--- config.mk ---
export PLATFORM = sky130hd
export DESIGN_NAME = divisor_sequencial_flat
export DESIGN_NICKNAME = d
export VERILOG_FILES = /design/src/rtl/divisor_pkg.sv /design/src/rtl/divisor_sequencial_if.sv /design/src/rtl/subtrator_restaurador.sv /design/src/rtl/divisor_sequencial.sv /design/src/flat_wrapper.sv
export SDC_FILE = /design/constraint.sdc
export NUM_CORES = 1
export LEC_CHECK = 0
export BUFFER_PORTS_ARGS = -buffer_cell sky130_fd_sc_hd__buf_2
export CAP_MARGIN = 20
export CORE_UTILIZATION = 42
export DETAILED_ROUTE_END_ITERATION = 10
export GPL_TIMING_DRIVEN = 1
export SLEW_MARGIN = 10
export SYNTH_ARGS = -nofsm -noshare
export SYNTH_HDL_FRONTEND = slang
export SYNTH_SLANG_ARGS = --single-unit
--- constraint.sdc ---
create_clock -name CLOCK_50 -period 4.03 [get_ports CLOCK_50]
set_clock_uncertainty 0.2 [all_clocks]
set_input_delay 0.2015 -clock CLOCK_50 [delete_from_list [all_inputs] [get_ports CLOCK_50]]
set_output_delay 0.2015 -clock CLOCK_50 [all_outputs]
set_load 0.05 [all_outputs]
--- src/rtl/divisor_pkg.sv ---
// rtl/divisor_pkg.sv - shared FSM encoding and sizing helpers for the sequential divider
package divisor_pkg;

  localparam int N_DIVIDENDO_DEF = 10;
  localparam int N_DIVISOR_DEF   = 5;

  typedef enum logic [1:0] {
    IDLE = 2'd0,
    CALC = 2'd1,
    FIM  = 2'd2
  } state_t;

  // Counter must hold the full iteration count N_DIVIDENDO, hence the +1.
  function automatic int cnt_width(input int n_dividendo);
    return $clog2(n_dividendo + 1);
  endfunction

  function automatic logic fs_diff(input logic a, input logic b, input logic bin);
    return a ^ b ^ bin;
  endfunction

  function automatic logic fs_borrow(input logic a, input logic b, input logic bin);
    return (~a & b) | (~(a ^ b) & bin);
  endfunction

endpackage

--- src/rtl/divisor_sequencial_if.sv ---
// rtl/divisor_sequencial_if.sv - start/done request and result bundle of the sequential divider
interface divisor_sequencial_if #(
  parameter int N_DIVIDENDO = 10,
  parameter int N_DIVISOR   = 5
);

  logic                   start;
  logic [N_DIVIDENDO-1:0] dividendo;
  logic [N_DIVISOR-1:0]   divisor;
  logic                   busy;
  logic                   done;
  logic [N_DIVIDENDO-1:0] quociente;
  logic [N_DIVISOR-1:0]   resto;
  logic                   div_zero;

  modport master (
    output start, dividendo, divisor,
    input  busy, done, quociente, resto, div_zero
  );

  modport slave (
    input  start, dividendo, divisor,
    output busy, done, quociente, resto, div_zero
  );

endinterface

--- src/rtl/subtrator_restaurador.sv ---
// rtl/subtrator_restaurador.sv - W-bit ripple subtractor of full-subtractor cells; borrow=0 means a >= b
module subtrator_restaurador
  import divisor_pkg::*;
#(
  parameter int W = 6
) (
  input  logic [W-1:0] i_a,
  input  logic [W-1:0] i_b,
  output logic [W-1:0] o_diff,
  output logic         o_borrow
);

  logic [W:0] w_borrow;

  assign w_borrow[0] = 1'b0;

  for (genvar i = 0; i < W; i++) begin : g_cell
    assign o_diff[i]      = fs_diff(i_a[i], i_b[i], w_borrow[i]);
    assign w_borrow[i+1]  = fs_borrow(i_a[i], i_b[i], w_borrow[i]);
  end

  assign o_borrow = w_borrow[W];

endmodule

--- src/rtl/divisor_sequencial.sv ---
// rtl/divisor_sequencial.sv - restoring unsigned divider, one quotient bit per clock, start/done handshake
module divisor_sequencial
  import divisor_pkg::*;
#(
  parameter int N_DIVIDENDO = N_DIVIDENDO_DEF,
  parameter int N_DIVISOR   = N_DIVISOR_DEF
) (
  input  logic               CLOCK_50,
  input  logic               reset_n,
  divisor_sequencial_if.slave bus
);

  localparam int CW = cnt_width(N_DIVIDENDO);
  localparam int RW = N_DIVISOR + 1;

  state_t                 r_state;
  state_t                 w_next;
  logic                   w_busy;
  logic                   w_done;

  logic [N_DIVIDENDO-1:0] r_q;
  logic [N_DIVISOR-1:0]   r_d;
  logic [RW-1:0]          r_r;
  logic [CW-1:0]          r_cnt;

  logic [N_DIVIDENDO-1:0] r_quociente;
  logic [N_DIVISOR-1:0]   r_resto;
  logic                   r_div_zero;

  logic [RW-1:0]          w_t;
  logic [RW-1:0]          w_diff;
  logic                   w_borrow;
  logic [RW-1:0]          w_r_next;
  logic [N_DIVIDENDO-1:0] w_q_next;
  logic                   w_last;
  logic                   w_div_zero_in;
  logic                   w_unused_r_msb;

  // T shifts the next dividend bit into the partial remainder; R[MSB] never feeds T
  // because a restored remainder is always below D.
  assign w_t            = {r_r[N_DIVISOR-1:0], r_q[N_DIVIDENDO-1]};
  assign w_unused_r_msb = r_r[RW-1];

  subtrator_restaurador #(
    .W (RW)
  ) u_sub (
    .i_a      (w_t),
    .i_b      ({1'b0, r_d}),
    .o_diff   (w_diff),
    .o_borrow (w_borrow)
  );

  assign w_r_next      = w_borrow ? w_t : w_diff;
  assign w_q_next      = {r_q[N_DIVIDENDO-2:0], ~w_borrow};
  assign w_last        = (r_cnt == CW'(1));
  assign w_div_zero_in = (bus.divisor == '0);

  always_ff @(posedge CLOCK_50 or negedge reset_n) begin
    if (!reset_n) begin
      r_state <= IDLE;
    end else begin
      r_state <= w_next;
    end
  end

  always_comb begin
    w_next = r_state;
    w_busy = 1'b0;
    w_done = 1'b0;
    case (r_state)
      IDLE: begin
        if (bus.start) begin
          w_next = w_div_zero_in ? FIM : CALC;
        end
      end
      CALC: begin
        w_busy = 1'b1;
        if (w_last) begin
          w_next = FIM;
        end
      end
      FIM: begin
        w_busy = 1'b1;
        w_done = 1'b1;
        w_next = IDLE;
      end
      default: begin
        w_next = IDLE;
      end
    endcase
  end

  always_ff @(posedge CLOCK_50 or negedge reset_n) begin
    if (!reset_n) begin
      r_q         <= '0;
      r_d         <= '0;
      r_r         <= '0;
      r_cnt       <= '0;
      r_quociente <= '0;
      r_resto     <= '0;
      r_div_zero  <= 1'b0;
    end else begin
      case (r_state)
        IDLE: begin
          if (bus.start) begin
            r_q   <= bus.dividendo;
            r_d   <= bus.divisor;
            r_r   <= '0;
            r_cnt <= CW'(N_DIVIDENDO);
            // Divide by zero skips CALC, so its result is committed here on the way to FIM.
            if (w_div_zero_in) begin
              r_quociente <= '1;
              r_resto     <= '0;
              r_div_zero  <= 1'b1;
            end
          end
        end
        CALC: begin
          r_q   <= w_q_next;
          r_r   <= w_r_next;
          r_cnt <= r_cnt - CW'(1);
          if (w_last) begin
            r_quociente <= w_q_next;
            r_resto     <= w_r_next[N_DIVISOR-1:0];
            r_div_zero  <= 1'b0;
          end
        end
        default: begin
        end
      endcase
    end
  end

  assign bus.busy      = w_busy;
  assign bus.done      = w_done;
  assign bus.quociente = r_quociente;
  assign bus.resto     = r_resto;
  assign bus.div_zero  = r_div_zero;

endmodule

--- src/flat_wrapper.sv ---
// flat-port wrapper written by rule: the top's interface ports become plain ports
module divisor_sequencial_flat import divisor_pkg::*;
#(
  parameter int N_DIVIDENDO = N_DIVIDENDO_DEF,
  parameter int N_DIVISOR   = N_DIVISOR_DEF
)
  (CLOCK_50, reset_n, bus_start, bus_dividendo, bus_divisor, bus_busy, bus_done, bus_quociente, bus_resto, bus_div_zero);
  divisor_sequencial_if #(.N_DIVIDENDO(N_DIVIDENDO), .N_DIVISOR(N_DIVISOR)) bus_i ();
  input  logic CLOCK_50;
  input  logic reset_n;
  input wire logic [$bits(bus_i.start)-1:0] bus_start;
  input wire logic [$bits(bus_i.dividendo)-1:0] bus_dividendo;
  input wire logic [$bits(bus_i.divisor)-1:0] bus_divisor;
  output wire logic [$bits(bus_i.busy)-1:0] bus_busy;
  output wire logic [$bits(bus_i.done)-1:0] bus_done;
  output wire logic [$bits(bus_i.quociente)-1:0] bus_quociente;
  output wire logic [$bits(bus_i.resto)-1:0] bus_resto;
  output wire logic [$bits(bus_i.div_zero)-1:0] bus_div_zero;
  assign bus_i.start = bus_start;
  assign bus_i.dividendo = bus_dividendo;
  assign bus_i.divisor = bus_divisor;
  assign bus_busy = bus_i.busy;
  assign bus_done = bus_i.done;
  assign bus_quociente = bus_i.quociente;
  assign bus_resto = bus_i.resto;
  assign bus_div_zero = bus_i.div_zero;
  divisor_sequencial #(.N_DIVIDENDO(N_DIVIDENDO), .N_DIVISOR(N_DIVISOR)) u_core (.CLOCK_50(CLOCK_50), .reset_n(reset_n), .bus(bus_i));
endmodule
==> PnR_summary.wiki, run 1 <==
{| class="wikitable"
! Metric !! Value
|-
| Status || finished clean
|-
| Highest achievable clock rate || approximately 300 MHz
|-
| Wire length per cell || 13.4 um
|-
| Worst EP arrival || 3.24 ns
|-
| Yosys synthesis warning count || 0
|-
| Clk buf depth || 2
|-
| Core region area || between 4000 and 5000 um2
|-
| Synth top area share || 49.5%
|-
| Worst hold slack after final layout || between 0.01 and 0.015 ns
|-
| Number of different library cells in the post-synthesis netlist || 30
|-
| Cell area after layout || between 2000 and 3000 um2
|-
| Cell type with the highest aggregate area in the netlist || sky130_fd_sc_hd__dfrtp_1
|-
| Total negative setup slack || 0 ns
|-
| Post-CTS Setup Bufs || 0
|-
| Static leakage || 1.20 nW
|-
| Actual slew at the worst max-slew pin || around 0.91 ns
|-
| Drt first pass iters || 4
|-
| Half-perimeter wire length after placement || ~2800 um
|-
| PwrDens || ~850 nW/um2
|-
| Worst Setup End Kind || flip-flop
|-
| Kind of critical path || reg -> reg
|-
| Crit path largest cell delay || about 0.4 ns
|-
| Normalized max-slew margin || between 30% and 40%
|-
| Most used standard cell by instance count after synthesis || sky130_fd_sc_hd__dfrtp_1
|-
| CTS tree || yes
|-
| Aggregate routed wire length || approximately 3900 um
|-
| DRT antenna net count || 0
|-
| CP Cell Sequence || inv_1, ha_1, fa_1, fa_1, fa_1, fa_1, nand2b_1, nand2_1, o211a_1, mux2_4
|-
| # DRC || 0
|-
| Required time of the critical path || 4.00 ns
|-
| Worst Slack Setup Final || 0.765 ns
|-
| Number of enable flip-flop cells after synthesis || 0
|-
| Clock buffer count from CTS || 5
|-
| Final net count || around 250
|-
| Async set or reset register ratio after synthesis || 100%
|-
| Ratio of final minimum period to clock period || approximately four fifths
|-
| Final weighted congestion in routability-driven placement || roughly 0.85
|-
| Final cell count without fillers || around 290
|-
| Total I/O pin count || 36
|-
| Top_reg_cell synth || sky130_fd_sc_hd__dfrtp_1
|-
| Largest delay share family, worst path || adder cells
|-
| Crit-path slowest cell || sky130_fd_sc_hd__fa_1
|-
| Vias in the first global route || 1443
|-
| Maximum resistive drop on vdd || 0.370 mV
|-
| Count of mapped cells out of synthesis || 180
|-
| Height of the die || 73.1 um
|-
| Reg clk slew, reported paths || approximately 0.07 ns
|-
| Initial core utilization || 44.4%
|-
| Post-route total power || roughly 2.1 mW
|-
| Share of the core filled with cells in the final layout || a little over half
|-
| Die boundary width || approximately 73 um
|-
| Synthesized area divided by synthesized cell count || ~12 um2
|-
| Number of antenna violations at the first check in global routing || 0
|-
| Cell area after placement || around 2400 um2
|-
| Post-placement cell count || about 280
|-
| Kind of start point of the critical path || flip-flop
|-
| Routed vias/inst || about 5.0
|-
| Count of standard-cell rows || 25
|-
| Number of max-slew violations in the final report || 0
|-
| Master cell of the clock root buffer || sky130_fd_sc_hd__clkbuf_8
|-
| Clock latency reported for the late side of the worst-skew pair || 0.29 ns
|-
| Shortest clock period the worst path allows after layout || ~3.3 ns
|-
| Combined global-route utilization of all metal layers || approximately 17%
|-
| Leading post-synthesis cells by cell area || sky130_fd_sc_hd__dfrtp_1 49%, sky130_fd_sc_hd__mux2_2 8.0%, sky130_fd_sc_hd__mux2i_1 5.7%
|-
| Overall die area || about 5300 um2
|-
| Final hold violations || 0
|-
| Path class of the lowest-slack min-delay path || in -> reg
|-
| CTS Hold Buffers Added || 6
|-
| Remaining global-route overflow || 0
|-
| Layout overhead on the synthesized area || 17.9%
|-
| Pin count of the biggest net entering global routing || 43
|-
| Syn nets || about 210
|-
| Via count || approximately 1.4k
|-
| Worst Path Max Fanout || 10
|-
| Sequential fraction of the synthesis area || 49.5%
|-
| Cell area after synthesis || ~2100 um2
|-
| Sum of buffers and inverters on the critical path || 1
|-
| Setup slack after placement || 0.782 ns
|-
| Post-CTS Resized || 0
|-
| Leading post-synthesis cells by instance count || 42 x sky130_fd_sc_hd__dfrtp_1, 20 x sky130_fd_sc_hd__nand2_1, 16 x sky130_fd_sc_hd__o21ai_0, 15 x sky130_fd_sc_hd__mux2_2
|-
| Max-cap violations || 0
|-
| Most frequent CP cell || sky130_fd_sc_hd__fa_1
|-
| Setup repair after global routing missed its margin || no
|-
| # diodes || 0
|-
| First-pass GRT wire length || 6590 um
|-
| Detailed Route Iter0 Violations || 66
|-
| TritonCTS sink count || 42
|-
| Total setup violations reported at the end of the flow || 0
|-
| Clock H-tree levels || 2
|-
| Share of cells above drive strength 1 || around a third
|-
| Number of I/O port buffers || 35
|-
| #FFs+latches synth || 42
|}
## power breakdown
part / leakage (nW) / internal, mW / switching (mW)
registers: 0.500 / 0.595 / 0.110
clock network: 0.0383 / 0.119 / 0.130
logic: 0.660 / 0.466 / 0.712
## worst paths after layout
kind	startpoint	slack (ns)	cells past startpoint	endpoint
max in group asynchronous	reset_n	2.68	2	u_core.r_r[0]
worst max register to register	u_core.r_q[9]	0.76	10	u_core.bus.resto[3]
worst max-delay path	u_core.r_q[9]	0.76	10	u_core.bus.resto[3]
worst min-delay path	bus_divisor[1]	0.01	2	u_core.r_d[1]
min in group asynchronous	reset_n	0.38	2	u_core.bus.quociente[5]
worst min register to register	u_core.r_r[4]	0.30	2	u_core.r_r[4]
## sequential cells by signal, summed over array words and instances (netlist names)
register,count
u_core.r_d,5
u_core.bus.resto,5
u_core.bus.div_zero,1
u_core.r_cnt,4
u_core.r_q,10
u_core.r_state,2
u_core.bus.quociente,10
u_core.r_r,5
## cells by family (layout without fill, tap and decap cells)
family	Yosys count	after routing	share of synthesized area (%)
multiplexers	35	35	19.3
flip-flops	42	42	49.5
buffers and inverters	21	62	4.12
adder cells (fa/ha/maj)	10	10	7.31
AO/OA/AOI/OAI	28	28	8.78
AND/OR/NAND/NOR	44	44	11.0
## metal layers
| layer | vias up | track usage (%) | wire, um |
|---|---|---|---|
| li1 | 696 | - | - |
| met1 | 702 | 21.8 | 1810 |
| met2 | 29 | 26.1 | 1840 |
| met3 | 7 | 4.14 | 159 |
| met4 | 0 | 6.32 | 56 |
| met5 | - | 0 | 0 |
## cells in the final DEF (no fill, tap or decap), types with 2 or more instances in the layout
cell type / n
sky130_fd_sc_hd__inv_1: 12
sky130_fd_sc_hd__ha_1: 6
sky130_fd_sc_hd__nand2_1: 20
sky130_fd_sc_hd__nand2b_1: 11
sky130_fd_sc_hd__fa_1: 4
sky130_fd_sc_hd__dlygate4sd3_1: 6
sky130_fd_sc_hd__a21oi_1: 2
sky130_fd_sc_hd__o21ai_0: 15
sky130_fd_sc_hd__mux2i_1: 12
sky130_fd_sc_hd__nor2_1: 3
sky130_fd_sc_hd__buf_2: 35
sky130_fd_sc_hd__mux2_4: 8
sky130_fd_sc_hd__nand3_1: 4
sky130_fd_sc_hd__mux2_2: 15
sky130_fd_sc_hd__dfrtp_1: 42
sky130_fd_sc_hd__clkbuf_1: 2
sky130_fd_sc_hd__clkbuf_8: 5
sky130_fd_sc_hd__o211a_1: 4
## cell type report
class / instances / area [um2]
fillers: 430 / 2280
flip-flops and latches: 42 / 1050
multi-input cells: 117 / 988
repair buffers: 43 / 258
well taps: 67 / 83.8
clock buffers: 7 / 76.3
inverters: 12 / 45.0
Power figures use the tool's default switching activity.
==> run 2, diff against run 1 <==
--- a/config.mk
+++ b/config.mk
@@ -5,6 +5,7 @@
 export SDC_FILE = /design/constraint.sdc
 export NUM_CORES = 1
 export LEC_CHECK = 0
+export ABC_AREA = 1
 export BUFFER_PORTS_ARGS = -buffer_cell sky130_fd_sc_hd__buf_2
 export CAP_MARGIN = 20
 export CORE_UTILIZATION = 42
==> constraint.sdc (replaced) <==
create_clock -name CLOCK_50 -period 3.1 [get_ports CLOCK_50]
set_clock_uncertainty 0.2 [all_clocks]
set_input_delay 0.155 -clock CLOCK_50 [delete_from_list [all_inputs] [get_ports CLOCK_50]]
set_output_delay 0.155 -clock CLOCK_50 [all_outputs]
set_load 0.05 [all_outputs]
==> run 2 against run 1 <==
Effect of this change: highest routed layer unchanged; largest power group unchanged; cell area grew 5.1%; sequential cell count unchanged; via count grew 23%; synthesized cell count is 38% higher; largest cell class unchanged; core utilization is 3.1 points higher.
==> PnR_summary.wiki, run 2 <==
{| class="wikitable"
! Metric !! Value
|-
| Synth top area share || roughly 50%
|-
| Half-perimeter wire length after placement || 2940 um
|-
| TritonCTS sink count || 42
|-
| Reg clk slew, reported paths || 0.09 ns
|-
| Clock latency reported for the late side of the worst-skew pair || 0.30 ns
|-
| Cell area after synthesis || between 2000 and 2500 um2
|-
| Worst hold slack after final layout || 0.271 ns
|-
| Setup slack after placement || between 0.09 and 0.1 ns
|-
| Crit path largest cell delay || a little over 0.4 ns
|-
| Sum of buffers and inverters on the critical path || 1
|-
| Post-CTS Setup Bufs || 0
|-
| Number of I/O port buffers || 35
|-
| Syn nets || 277
|-
| Ratio of final minimum period to clock period || about 90%
|-
| Number of enable flip-flop cells after synthesis || 0
|-
| Max-cap violations || 0
|-
| Via count || about 1.8k
|-
| Layout overhead on the synthesized area || 26.3%
|-
| Drt first pass iters || 4
|-
| Most frequent CP cell || sky130_fd_sc_hd__fa_2
|-
| Leading post-synthesis cells by cell area || sky130_fd_sc_hd__dfrtp_1 50%, sky130_fd_sc_hd__nand2_1 14%, sky130_fd_sc_hd__nand3_1 6.2%
|-
| Shortest clock period the worst path allows after layout || roughly 2.9 ns
|-
| Cell type with the highest aggregate area in the netlist || sky130_fd_sc_hd__dfrtp_1
|-
| Pin count of the biggest net entering global routing || 43
|-
| Number of max-slew violations in the final report || 0
|-
| PwrDens || 1230 nW/um2
|-
| DRT antenna net count || 0
|-
| # diodes || 0
|-
| Most frequent standard cell in the layout excluding fill and tap cells || sky130_fd_sc_hd__nand2_1
|-
| Highest achievable clock rate || approximately 350 MHz
|-
| CTS tree || yes
|-
| Kind of critical path || reg -> reg
|-
| Die boundary width || 72.4 um
|-
| Routed vias/inst || between 4 and 5
|-
| Initial core utilization || between 40% and 50%
|-
| Wire length per cell || roughly 12 um
|-
| Required time of the critical path || between 3 and 4 ns
|-
| Commonest non-fill, non-tap cells in the layout || 78 x sky130_fd_sc_hd__nand2_1, 42 x sky130_fd_sc_hd__dfrtp_1, 35 x sky130_fd_sc_hd__buf_2
|-
| Height of the die || slightly above 70 um
|-
| Yosys synthesis warning count || 0
|-
| Largest delay share family, worst path || adder cells
|-
| Share of cells above drive strength 1 || approximately a fifth
|-
| Final hold violations || 0
|-
| Post-placement cell count || ~340
|-
| # DRC || 0
|-
| Sequential fraction of the synthesis area || 50.5%
|-
| Clock buffer count from CTS || 5
|-
| Master cell of the clock root buffer || sky130_fd_sc_hd__clkbuf_8
|-
| Clk buf depth || 2
|-
| Aggregate routed wire length || between 4000 and 5000 um
|-
| Final net count || 329
|-
| Vias in the first global route || approximately 1.6k
|-
| Final weighted congestion in routability-driven placement || 0.795
|-
| Core region area || about 4800 um2
|-
| Overall die area || between 5000 and 6000 um2
|-
| Status || finished clean
|-
| Worst Setup End Kind || flip-flop
|-
| Crit-path slowest cell || sky130_fd_sc_hd__fa_2
|-
| Worst Path Max Fanout || 6
|-
| Number of different library cells in the post-synthesis netlist || 18
|-
| Total I/O pin count || 36
|-
| Kind of start point of the critical path || flip-flop
|-
| Number of antenna violations at the first check in global routing || 0
|-
| Count of standard-cell rows || 25
|-
| Static leakage || 1.37 nW
|-
| Top_reg_cell synth || sky130_fd_sc_hd__dfrtp_1
|-
| Setup repair after global routing missed its margin || no
|-
| First-pass GRT wire length || 7830 um
|-
| Remaining global-route overflow || 0
|-
| Leading post-synthesis cells by instance count || 78 x sky130_fd_sc_hd__nand2_1, 42 x sky130_fd_sc_hd__dfrtp_1, 26 x sky130_fd_sc_hd__nand3_1, 20 x sky130_fd_sc_hd__inv_1, 18 x sky130_fd_sc_hd__o21ai_1
|-
| Clock H-tree levels || 2
|-
| Worst Slack Setup Final || about 0.23 ns
|-
| Count of mapped cells out of synthesis || between 200 and 250
|-
| Synthesized area divided by synthesized cell count || 8.37 um2
|-
| Combined global-route utilization of all metal layers || between 10% and 20%
|-
| Most used standard cell by instance count after synthesis || sky130_fd_sc_hd__nand2_1
|-
| Path class of the lowest-slack min-delay path || reg -> reg
|-
| Maximum resistive drop on vdd || 0.507 mV
|-
| Worst EP arrival || 2.88 ns
|-
| CP Cell Sequence || ha_1, fa_2, fa_2, fa_2, fa_2, inv_2, nor2_1, nor2_1, nor2_2, nand3_1, nand2_1
|-
| Detailed Route Iter0 Violations || 130
|-
| Cell area after placement || approximately 2300 um2
|-
| Final cell count without fillers || approximately 370
|-
| #FFs+latches synth || between 40 and 50
|-
| Actual slew at the worst max-slew pin || around 0.94 ns
|-
| Normalized max-slew margin || a little under two fifths
|-
| Async set or reset register ratio after synthesis || 100%
|-
| Total negative setup slack || 0 ns
|-
| Cell area after layout || around 2600 um2
|-
| Total setup violations reported at the end of the flow || 0
|}
[run 2: cell count changes after synthesis, sizes merged, moves of 4 or more]
cell    previous run  this run
inv               12        31
o211ai             1        10
buf                4         9
nand2             20        80
mux2              23         0
nand2b            11         0
o211a              4         0
nand3              4        26
clkbuf             5         0
mux2i             12         0
nor2               3        17
[run 2: cell type report]
type / count / area (um2)
inverters: 31 / 116
well taps: 67 / 83.8
fillers: 470 / 2120
repair buffers: 54 / 360
clock buffers: 6 / 82.6
flip-flops and latches: 42 / 1050
multi-input cells: 167 / 877
clock inverters: 2 / 60.1
[run 2: worst paths after layout]
kind,start,to,slack [ns],depth (start not counted)
setup reg to reg,u_core.r_d[0],u_core.bus.resto[3],0.23,11
hold reg to reg,u_core.bus.quociente[3],u_core.bus.quociente[3],0.27,2
setup / recovery,u_core.r_d[0],u_core.bus.resto[3],0.23,11
max in group asynchronous,reset_n,u_core.bus.quociente[0],1.78,2
hold / removal,u_core.bus.quociente[3],u_core.bus.quociente[3],0.27,2
min in group asynchronous,reset_n,u_core.r_d[2],0.34,2
[run 2: cell families after synthesis]
family	Yosys count	synth area share, %
simple gates	125	24.6
compound gates	32	9.49
flops	42	50.5
buf+inv	40	8.05
fa+ha+maj	10	7.45
[run 2: per-layer routing]
metal / wire [um] / part of all wire (%) / up-vias / GRT usage (%)
met5: 0 / 0 / - / 0
met4: 68 / 1.5 / 0 / 6.54
met3: 157 / 3.5 / 6 / 4.58
met2: 2080 / 46 / 31 / 30.5
met1: 2240 / 49 / 832 / 27.7
li1: - / - / 891 / -
[run 2: power breakdown]
group	switching (mW)	internal, mW
sequential	0.121	0.793
clock	0.195	0.344
combinational	1.26	0.525
[run 2: repair_timing]
action	in CTS	in global routing
endpoints found under the setup margin	0	12
hold endpoints to repair	58	0
gates resized for setup	0	5
hold buffers	17	0
[run 2: worst register-to-register path, stage by stage, from the launching register on]
cell and delay, ns:
sky130_fd_sc_hd__dfrtp_1 0.39, sky130_fd_sc_hd__ha_1 0.22, sky130_fd_sc_hd__fa_2 0.34, sky130_fd_sc_hd__fa_2 0.35, sky130_fd_sc_hd__fa_2 0.37, sky130_fd_sc_hd__fa_2 0.41
sky130_fd_sc_hd__inv_2 0.06, sky130_fd_sc_hd__nor2_1 0.08, sky130_fd_sc_hd__nor2_1 0.14, sky130_fd_sc_hd__nor2_2 0.06, sky130_fd_sc_hd__nand3_1 0.09, sky130_fd_sc_hd__nand2_1 0.06
[run 2: metrics by stage]
step           power, mW  utilization [%]
2_1_floorplan       2.33                -
3_3_place_gp        2.66             48.5
3_5_place_dp        2.68             48.5
4_1_cts             3.24             55.1
5_1_grt             3.54             55.3
6_report            3.24             55.3
==> run 3, diff against run 2 <==
--- a/config.mk
+++ b/config.mk
@@ -11,6 +11,7 @@
 export CORE_UTILIZATION = 42
 export DETAILED_ROUTE_END_ITERATION = 10
 export GPL_TIMING_DRIVEN = 1
+export MAX_ROUTING_LAYER = met4
 export SLEW_MARGIN = 10
 export SYNTH_ARGS = -nofsm -noshare
 export SYNTH_HDL_FRONTEND = slang
==> run 3 against run 2 <==
Effect of this change: critical path depth did not move; count of clock-buffer cells in the layout did not move; clock power barely moved; via count fell by 0.57%; hold slack barely moved; global-route usage rose by 0.60 points; critical path type unchanged; combinational power barely moved; register-to-register slack barely moved; core utilization did not move.
==> PnR_summary.wiki, run 3 (synthesized netlist as in run 2, its figures left out) <==
{| class="wikitable"
! Metric !! Value
|-
| Crit path largest cell delay || ~0.41 ns
|-
| Worst hold slack after final layout || around 0.27 ns
|-
| CTS tree || yes
|-
| Pin count of the biggest net entering global routing || between 40 and 50
|-
| Wire length per cell || about 12 um
|-
| Final hold violations || 0
|-
| Number of I/O port buffers || 35
|-
| Clock buffer count from CTS || 5
|-
| WHS Path Cells || 2
|-
| Initial core utilization || 43.8%
|-
| TritonCTS sink count || between 40 and 50
|-
| DRT antenna net count || 0
|-
| Routed vias/inst || 4.74
|-
| Worst Slack Setup Final || about 0.22 ns
|-
| Ratio of final minimum period to clock period || between 90% and 100%
|-
| Post-placement cell count || about 340
|-
| Total I/O pin count || 36
|-
| Setup repair after global routing missed its margin || no
|-
| Aggregate routed wire length || about 4500 um
|-
| Die boundary width || approximately 72 um
|-
| Shortest clock period the worst path allows after layout || approximately 2.9 ns
|-
| Static leakage || approximately 1.4 nW
|-
| Vias in the first global route || 1643
|-
| Worst Reg-to-Reg Cells || 11
|-
| Commonest non-fill, non-tap cells in the layout || 78 x sky130_fd_sc_hd__nand2_1, 42 x sky130_fd_sc_hd__dfrtp_1, 35 x sky130_fd_sc_hd__buf_2
|-
| Total negative setup slack || 0 ns
|-
| Required time of the critical path || 3.10 ns
|-
| Final net count || 329
|-
| Layout overhead on the synthesized area || 26.3%
|-
| Post-CTS Setup Bufs || 0
|-
| Final cell count without fillers || around 370
|-
| Number of antenna violations at the first check in global routing || 0
|-
| Core region area || ~4800 um2
|-
| Total setup violations reported at the end of the flow || 0
|-
| Overall die area || between 5000 and 6000 um2
|-
| Number of max-slew violations in the final report || 0
|-
| Crit-path slowest cell || sky130_fd_sc_hd__fa_2
|-
| Setup slack after placement || 0.0928 ns
|-
| Clk buf depth || 2
|-
| Maximum resistive drop on vdd || 0.505 mV
|-
| # DRC || 0
|-
| Worst Path Max Fanout || 6
|-
| Master cell of the clock root buffer || sky130_fd_sc_hd__clkbuf_8
|-
| Worst EP arrival || approximately 2.9 ns
|-
| Status || finished clean
|-
| Combined global-route utilization of all metal layers || 20.4%
|-
| Normalized max-slew margin || around 37%
|-
| Via count || between 1.5k and 2k
|-
| First-pass GRT wire length || 7830 um
|-
| Kind of critical path || reg -> reg
|-
| Half-perimeter wire length after placement || approximately 2900 um
|-
| PwrDens || 1230 nW/um2
|-
| # diodes || 0
|-
| Worst Setup End Kind || flip-flop
|-
| Drt first pass iters || 4
|-
| Most frequent standard cell in the layout excluding fill and tap cells || sky130_fd_sc_hd__nand2_1
|-
| Max-cap violations || 0
|-
| Most frequent CP cell || sky130_fd_sc_hd__fa_2
|-
| Clock latency reported for the late side of the worst-skew pair || roughly 0.3 ns
|-
| Final weighted congestion in routability-driven placement || about 0.81
|-
| Count of standard-cell rows || 25
|-
| Reg clk slew, reported paths || 0.08 ns
|-
| Path class of the lowest-slack min-delay path || reg -> reg
|-
| Height of the die || 72.4 um
|-
| Actual slew at the worst max-slew pin || 0.938 ns
|-
| Share of the core filled with cells in the final layout || about 55%
|-
| Detailed Route Iter0 Violations || approximately 130
|-
| Share of cells above drive strength 1 || 21.2%
|-
| Highest achievable clock rate || approximately 350 MHz
|-
| Clock H-tree levels || 2
|-
| Kind of start point of the critical path || flip-flop
|-
| CP Cell Sequence || ha_1, fa_2, fa_2, fa_2, fa_2, inv_2, nor2_1, nor2_1, nor2_2, nand3_1, nand2_1
|-
| Remaining global-route overflow || 0
|}
## run 3: cell counts in the layout (fill, tap and decap cells not counted)
No cell type changed its count.
## run 3: layout make-up
class / count / area (um2)
fillers: 470 / 2120
flip-flops and latches: 42 / 1050
multi-input cells: 167 / 877
repair buffers: 54 / 360
inverters: 31 / 116
well taps: 67 / 83.8
clock buffers: 6 / 82.6
clock inverters: 2 / 60.1
## run 3: worst paths after layout
| check | from | slack, ns | to |
|---|---|---|---|
| min in group asynchronous | reset_n | 0.33 | u_core.r_r[2] |
| worst max-delay path | u_core.r_d[0] | 0.22 | u_core.bus.resto[3] |
| worst min register to register | u_core.bus.quociente[3] | 0.27 | u_core.bus.quociente[3] |
| max in group asynchronous | reset_n | 1.78 | u_core.r_state[0] |
| worst max register to register | u_core.r_d[0] | 0.22 | u_core.bus.resto[3] |
| worst min-delay path | u_core.bus.quociente[3] | 0.27 | u_core.bus.quociente[3] |
## run 3: power breakdown
group | internal, mW | switching [mW] | total [mW]
logic | 0.525 | 1.26 | 1.79
registers | 0.793 | 0.121 | 0.914
clock network | 0.344 | 0.193 | 0.536
total | 1.66 | 1.58 | 3.24
## run 3: metal layers
metal,global-route usage [%],wire length [um],vias to the layer above
li1,-,-,891
met5,-,0,-
met2,30.7,2080,32
met4,6.54,63,0
met3,4.58,174,6
met1,27.5,2200,821
## run 3: what timing repair did
action | 4_1_cts | 5_1_grt
hold endpoints to repair | 58 | 0
setup endpoints to repair | 0 | 12
gates resized for setup | 0 | 5
hold buffers | 17 | 0
## run 3: metrics by stage
stage	total power [mW]	area, um2
finish	3.24	2630
global route	3.54	2630
CTS	3.24	2620
detailed placement	2.68	2310
global placement	2.66	2310
floorplan	2.33	2080
## run 3: worst max-delay path, delay by kind of cell, from the launching register on
family | cells | cell delay (ns)
and+or+nand+nor | 5 | 0.44
buffers and inverters | 1 | 0.06
DFF | 1 | 0.39
adders and majority gates | 5 | 1.69
